File: src/rtl/ads131_pkg.sv
// Shared types, widths and helpers for the ADS131A0x frame decoder.
// Imported by the synchroniser and the decoder top.
package ads131_pkg;

  typedef enum logic [1:0] {
    IDLE    = 2'd0,
    RECEIVE = 2'd1,
    CS_WAIT = 2'd2
  } state_t;

  localparam int SAMPLE_BITS  = 24;
  localparam int STATUS_BITS  = 16;

  localparam int WORD_BITS_16 = 16;
  localparam int WORD_BITS_24 = 24;
  localparam int WORD_BITS_32 = 32;

  function automatic logic [SAMPLE_BITS-1:0] sign_extend16(input logic [15:0] value);
    return {{(SAMPLE_BITS-16){value[15]}}, value};
  endfunction

endpackage

File: src/rtl/ads131_spi_rx_sync.sv
// Oversampling front end: identical synchroniser chains on sclk/cs/miso plus
// edge detectors; cs_fall is suppressed until cs has been seen high after reset.
module ads131_spi_rx_sync
  import ads131_pkg::*;
#(
  parameter int SYNC_STAGES = 2
) (
  input  logic clk,
  input  logic reset_n,
  input  logic spi_sclk,
  input  logic spi_cs,
  input  logic spi_miso,
  output logic sclk_rise,
  output logic cs_fall,
  output logic cs_rise,
  output logic sync_cs,
  output logic sync_miso
);

  localparam int FLUSH_CYCLES = SYNC_STAGES + 1;

  logic [SYNC_STAGES-1:0] sclk_sync_q;
  logic [SYNC_STAGES-1:0] cs_sync_q;
  logic [SYNC_STAGES-1:0] miso_sync_q;
  logic                   sclk_prev_q;
  logic                   cs_prev_q;
  logic [2:0]             flush_q, flush_d;
  logic                   armed_q, armed_d;
  logic                   sync_sclk;
  logic                   flushed;

  always_ff @(posedge clk) begin
    if (!reset_n) begin
      sclk_sync_q <= '0;
      cs_sync_q   <= '1;
      miso_sync_q <= '0;
      sclk_prev_q <= 1'b0;
      cs_prev_q   <= 1'b1;
      flush_q     <= '0;
      armed_q     <= 1'b0;
    end else begin
      sclk_sync_q[0] <= spi_sclk;
      cs_sync_q[0]   <= spi_cs;
      miso_sync_q[0] <= spi_miso;
      for (int i = 1; i < SYNC_STAGES; i++) begin
        sclk_sync_q[i] <= sclk_sync_q[i-1];
        cs_sync_q[i]   <= cs_sync_q[i-1];
        miso_sync_q[i] <= miso_sync_q[i-1];
      end
      sclk_prev_q <= sync_sclk;
      cs_prev_q   <= sync_cs;
      flush_q     <= flush_d;
      armed_q     <= armed_d;
    end
  end

  assign sync_sclk = sclk_sync_q[SYNC_STAGES-1];
  assign sync_cs   = cs_sync_q[SYNC_STAGES-1];
  assign sync_miso = miso_sync_q[SYNC_STAGES-1];
  assign flushed   = (flush_q == 3'(FLUSH_CYCLES));

  // The reset value of the chain is not a real pin level, so a CS-low period
  // already in progress at reset release must not look like a fresh cs_fall.
  always_comb begin
    flush_d = flushed ? flush_q : flush_q + 3'd1;
    armed_d = armed_q | (flushed & sync_cs & cs_prev_q);
  end

  assign sclk_rise = sync_sclk & ~sclk_prev_q;
  assign cs_rise   = sync_cs & ~cs_prev_q;
  assign cs_fall   = armed_q & ~sync_cs & cs_prev_q;

endmodule

File: src/rtl/ads131_frame_decoder.sv
// ADS131A0x frame decoder: deserialises MISO on oversampled SCLK rises while CS
// is low and presents status plus 24-bit channel samples on a valid/ready port.
module ads131_frame_decoder
  import ads131_pkg::*;
#(
  parameter int WORD_BITS   = 24,
  parameter int NUM_CH      = 4,
  parameter int SYNC_STAGES = 2
) (
  input  logic                          system_clock,
  input  logic                          reset_n,
  input  logic                          spi_sclk,
  input  logic                          spi_cs,
  input  logic                          spi_miso,
  output logic [STATUS_BITS-1:0]        status_word,
  output logic [NUM_CH*SAMPLE_BITS-1:0] ch_data,
  output logic                          frame_valid,
  input  logic                          frame_ready,
  output logic                          frame_error,
  output logic                          overrun,
  output logic [7:0]                    bit_count
);

  localparam int         FRAME_BITS     = WORD_BITS * (NUM_CH + 1);
  localparam logic [7:0] FRAME_BITS_CNT = 8'(FRAME_BITS);

  if (WORD_BITS != WORD_BITS_16 && WORD_BITS != WORD_BITS_24 &&
      WORD_BITS != WORD_BITS_32) begin : g_bad_word_bits
    $error("ads131_frame_decoder: WORD_BITS must be 16, 24 or 32");
  end
  if (NUM_CH < 1 || NUM_CH > 4) begin : g_bad_num_ch
    $error("ads131_frame_decoder: NUM_CH must be in 1..4");
  end
  if (SYNC_STAGES < 1 || SYNC_STAGES > 3) begin : g_bad_sync_stages
    $error("ads131_frame_decoder: SYNC_STAGES must be in 1..3");
  end

  logic sclk_rise;
  logic cs_fall;
  logic cs_rise;
  logic sync_cs;
  logic sync_miso;

  ads131_spi_rx_sync #(
    .SYNC_STAGES(SYNC_STAGES)
  ) u_rx_sync (
    .clk      (system_clock),
    .reset_n  (reset_n),
    .spi_sclk (spi_sclk),
    .spi_cs   (spi_cs),
    .spi_miso (spi_miso),
    .sclk_rise(sclk_rise),
    .cs_fall  (cs_fall),
    .cs_rise  (cs_rise),
    .sync_cs  (sync_cs),
    .sync_miso(sync_miso)
  );

  state_t                          state_q, state_d;
  logic [FRAME_BITS-1:0]           shift_q, shift_d;
  logic [7:0]                      bit_count_q, bit_count_d;
  logic                            frame_valid_q, frame_valid_d;
  logic                            frame_error_q, frame_error_d;
  logic                            overrun_q, overrun_d;
  logic [STATUS_BITS-1:0]          status_q, status_d;
  logic [NUM_CH*SAMPLE_BITS-1:0]   ch_data_q, ch_data_d;
  logic [NUM_CH*SAMPLE_BITS-1:0]   samples;
  logic                            latch;
  logic                            load;
  logic                            take_bit;

  // Word k+1 of the frame carries channel k; word 0 (status) arrives first.
  for (genvar gi = 0; gi < NUM_CH; gi++) begin : g_ch
    localparam int WORD_MSB = FRAME_BITS - 1 - (gi + 1) * WORD_BITS;
    if (WORD_BITS == WORD_BITS_16) begin : g_w16
      assign samples[gi*SAMPLE_BITS +: SAMPLE_BITS] = sign_extend16(shift_q[WORD_MSB -: 16]);
    end else begin : g_w24_32
      // 32-bit words keep their top 24 bits; the low byte carries no sample data.
      assign samples[gi*SAMPLE_BITS +: SAMPLE_BITS] = shift_q[WORD_MSB -: SAMPLE_BITS];
    end
  end

  if (WORD_BITS > STATUS_BITS) begin : g_status_pad
    logic status_pad_unused;
    assign status_pad_unused = ^shift_q[FRAME_BITS-STATUS_BITS-1 -: (WORD_BITS-STATUS_BITS)];
  end

  always_ff @(posedge system_clock) begin
    if (!reset_n) begin
      state_q       <= IDLE;
      shift_q       <= '0;
      bit_count_q   <= '0;
      frame_valid_q <= 1'b0;
      frame_error_q <= 1'b0;
      overrun_q     <= 1'b0;
      status_q      <= '0;
      ch_data_q     <= '0;
    end else begin
      state_q       <= state_d;
      shift_q       <= shift_d;
      bit_count_q   <= bit_count_d;
      frame_valid_q <= frame_valid_d;
      frame_error_q <= frame_error_d;
      overrun_q     <= overrun_d;
      status_q      <= status_d;
      ch_data_q     <= ch_data_d;
    end
  end

  // A bit arriving together with cs_rise still belongs to the frame.
  assign take_bit = sclk_rise & (~sync_cs | cs_rise);

  always_comb begin
    state_d       = state_q;
    shift_d       = shift_q;
    bit_count_d   = bit_count_q;
    frame_error_d = 1'b0;
    latch         = 1'b0;
    case (state_q)
      IDLE: begin
        if (cs_fall) begin
          bit_count_d = '0;
          shift_d     = '0;
          state_d     = RECEIVE;
        end
      end
      RECEIVE: begin
        if (bit_count_q == FRAME_BITS_CNT) begin
          latch = 1'b1;
          // CS may already be high if it rose alongside the final bit.
          state_d = sync_cs ? IDLE : CS_WAIT;
        end else begin
          if (take_bit) begin
            shift_d     = {shift_q[FRAME_BITS-2:0], sync_miso};
            bit_count_d = (bit_count_q == 8'hFF) ? bit_count_q : bit_count_q + 8'd1;
          end
          if (cs_rise && bit_count_d < FRAME_BITS_CNT) begin
            frame_error_d = 1'b1;
            state_d       = IDLE;
          end
        end
      end
      CS_WAIT: begin
        if (cs_rise) begin
          state_d = IDLE;
        end
      end
      default: state_d = IDLE;
    endcase
  end

  always_comb begin
    load          = latch & (~frame_valid_q | frame_ready);
    overrun_d     = latch & frame_valid_q & ~frame_ready;
    frame_valid_d = frame_valid_q;
    status_d      = status_q;
    ch_data_d     = ch_data_q;
    if (load) begin
      frame_valid_d = 1'b1;
      status_d      = shift_q[FRAME_BITS-1 -: STATUS_BITS];
      ch_data_d     = samples;
    end else if (frame_valid_q && frame_ready) begin
      frame_valid_d = 1'b0;
    end
  end

  assign status_word = status_q;
  assign ch_data     = ch_data_q;
  assign frame_valid = frame_valid_q;
  assign frame_error = frame_error_q;
  assign overrun     = overrun_q;
  assign bit_count   = bit_count_q;

endmodule

File: config.mk
export PLATFORM = sky130hd
export DESIGN_NAME = ads131_frame_decoder
export DESIGN_NICKNAME = d
export VERILOG_FILES = /design/src/rtl/ads131_pkg.sv /design/src/rtl/ads131_spi_rx_sync.sv /design/src/rtl/ads131_frame_decoder.sv
export SDC_FILE = /design/constraint.sdc
export NUM_CORES = 1
export LEC_CHECK = 0
export ABC_AREA = 0
export ABC_CLOCK_PERIOD_IN_PS = 5800
export BUFFER_PORTS_ARGS = -buffer_cell sky130_fd_sc_hd__buf_2
export CAP_MARGIN = 20
export CELL_PAD_IN_SITES_DETAIL_PLACEMENT = 1
export CELL_PAD_IN_SITES_GLOBAL_PLACEMENT = 1
export CORE_ASPECT_RATIO = 1.25
export CORE_MARGIN = 2
export CORE_UTILIZATION = 46
export DETAILED_ROUTE_END_ITERATION = 10
export HOLD_SLACK_MARGIN = 0.02
export PLACE_DENSITY = 0.85
export SETUP_SLACK_MARGIN = 0.4
export SLEW_MARGIN = 10
export SYNTH_ARGS = -nofsm -noshare
export SYNTH_HDL_FRONTEND = slang
export SYNTH_SLANG_ARGS = --single-unit
File: constraint.sdc
create_clock -name system_clock -period 5.8 [get_ports system_clock]
set_input_delay 0.87 -clock system_clock [delete_from_list [all_inputs] [get_ports system_clock]]
set_output_delay 0.87 -clock system_clock [all_outputs]
set_load 0.02 [all_outputs]
==> flow_summary.ini <==
[power]
power_mw = 3.52
p_per_area_nw_per_um2 = 318
ir_worst_vdd_v = 0.000245
p_leak_nw = 3.93

[final_layout]
diodes = 0
drive_gt1_share_pct = 15.6
final_area_sq_um = 11100
finalNonFillerCells = 1500
final_nets = 1218
area_growth_pct = 15.8
fin_util_pct = 53.8

[timing]
final_max_slew_viol_count = 0
fin_skew_ps = 7.27
slew_headroom_pct = 32.1
rsz0062_at_grt = no
fin_crit_sh_pct = 54.2
fin_setup_tns_ps = 0
hold-worst-slack_ps = 412
max_freq_ghz = 0.318
setup_slack_ps = 2660
worst_slew_pin_slew_ps = 1020
finalHoldViolations = 0
finalCriticalPeriod_ps = 3140
setup_violations = 0

[worst_setup_path]
ff2ff_setup_slack_ps = 2660
r2r-end = shift_q[22]
worst_setup_path_end_kind = register
rr_startpoint = bit_count[0]
max_stage_delay_ps = 820
cp_data_arrival_time_ps = 3570
reg2regPathDepth = 8
cp_num_buf_inv = 2
path_max_fanout = 100
start_kind = register
critPathTopFamily = compound AO/OA/AOI/OAI gates
crit_type = reg2reg
cp_slowest_cell = a21oi_4
critPathRequiredTime_ps = 6220
crit_chain = inv_1 -> ha_1 -> or3b_4 -> o21ai_4 -> a21oi_4 -> buf_4 -> nand3_1 -> a21oi_1

[placement]
place_inst = 1454
port-buffer-count = 128
dp_hpwl_um = 13700
pre_cts_ws_ps = 2590
place_area_sq_um = 10200
gp_congestion = 0.805

[floorplanning]
die_w_um = 133
initial_utilization_pct = 46.4
fp.dieH_um = 165
die_area_sq_um = 22000
core_sq_um = 20600
ios = 129
rows = 59

[yosys]
yosys-top-cells-area = dfxtp_1 54%, a21oi_1 12%, nand2_1 9.2%
synth_flop_cell = dfxtp_1
synth-seq-cells = 257
synth_area_sq_um = 9560
synth_largest_area_cell = dfxtp_1
synthArstFlopShare_pct = 0
synth_cells = 1139
syn-num-nets = 1149
syn_area_per_cell_sq_um = 8.40
synth_cell_types = 42
seq_area_frac_synth_pct = 53.8
netlist_top_cells_count = 257 x dfxtp_1, 235 x nand2_1, 229 x a21oi_1
synth_warnings = 0
synth_edf_count = 0
yosysMostFrequentCell = dfxtp_1
synth_top_area_share_pct = 53.8

[min_path]
hp-start = u_rx_sync.cs_sync_q[0]
hp-class = reg2reg
min_to = u_rx_sync.cs_sync_q[1]
whs_path_depth = 1

[drt]
remaining_drc_errors = 0
drt_iter0_markers = 371
wire_per_inst_um = 15.1
num_vias = 7895
finalWirelength_um = 22700
drt-vias-per-instance = 5.26
drt_first_pass_iters = 4
ant_nets = 0

[global_route]
grt_pass1_vias = 7740
grt-ovfl-total = 0
antenna_found_initial = 0
grt_pass1_wl_um = 37500
grtUsageTotal_pct = 20.2
grt_max_degree = 130

[clocking]
post_cts_buffers = 0
clk_pin_slew_ps = 60
numCtsBuffers = 25
htreeDepth = 1
clkSinkCount = 257
clockBufferDepth = 3
clockRootBuffer = clkbuf_16
cts.repair.resized = 0
insertion_delay_ps = 510
hold_buffers = 0
cts_tree = done

[status]
status = complete, no violations

[flow_run]
cap_violations = 0
==> cells in the final DEF (no fill, tap or decap), types with 2 or more instances in the layout <==
master,n
o221a_2,2
ha_1,4
mux2i_1,4
a21oi_1,229
bufinv_16,3
nor3_1,6
clkinv_2,6
nand4_1,2
nor2b_1,2
o21a_1,2
and2_1,7
clkbuf_8,6
nand3_1,119
nand2_1,234
nor2_1,14
inv_1,4
nand2b_1,121
a22o_1,7
clkbuf_1,4
nor4_1,3
a31oi_1,3
buf_4,8
clkbuf_16,25
dfxtp_1,257
buf_2,128
==> logic make-up (layout without fill, tap and decap cells) <==
logic type	count (synthesis)	after routing	share of synthesized area [%]
simple gates	520	520	26.0
flops	257	257	53.8
compound gates	253	253	14.4
buf+inv	100	187	4.76
fa+ha+maj	4	4	0.523
mux	4	4	0.419
xor+xnor	1	1	0.0916
==> how the worst max path moves through the flow <==
| stage | end | startpoint | cells after the start |
|---|---|---|---|
| final | shift_q[22] | bit_count[0] | 8 |
| after global routing | shift_q[22] | bit_count[0] | 8 |
| after CTS | shift_q[17] | bit_count[0] | 8 |
| after detailed placement | bit_count[2] | reset_n | 4 |
| after global placement | bit_count[2] | reset_n | 4 |
| after floorplan | frame_error | bit_count[0] | 7 |
==> state kept, by name, summed over array words and instances, names as in the netlist <==
| name | cells |
|---|---|
| state_q | 2 |
| u_rx_sync.cs_sync_q | 2 |
| frame_error | 1 |
| bit_count | 8 |
| shift_q | 120 |
| u_rx_sync.cs_prev_q | 1 |
| u_rx_sync.flush_q | 3 |
| status_word | 16 |
| u_rx_sync.miso_sync_q | 2 |
| frame_valid | 1 |
| u_rx_sync.sclk_sync_q | 2 |
| u_rx_sync.armed_q | 1 |
| u_rx_sync.sclk_prev_q | 1 |
| overrun | 1 |
| ch_data | 96 |
==> report_power, final <==
group          switching (mW)  leakage, nW  total, mW  internal (mW)
Clock                   0.670        0.422       1.67           1.00
Combinational          0.0537         1.44     0.0747         0.0210
Sequential            0.00390         2.07       1.78           1.77
==> routing by layer <==
| metal | vias up | routed length [um] | track usage (%) |
|---|---|---|---|
| met1 | 3807 | 9970 | 25.4 |
| met4 | 0 | 480 | 6.21 |
| met2 | 120 | 11500 | 36.2 |
| met5 | - | 0 | 0 |
| li1 | 3933 | - | - |
| met3 | 35 | 676 | 2.59 |
==> layout make-up <==
class                           instances  area [sq um]
Fill cell                            2483          9520
Sequential cell                       257          5140
Multi-Input combinational cell        782          3990
Timing Repair Buffer                  137           728
Clock buffer                           35           723
Tap cell                              274           343
Clock inverter                         10           128
Inverter                                5          23.8
Note: power is estimated with default switching activity, not from simulation.
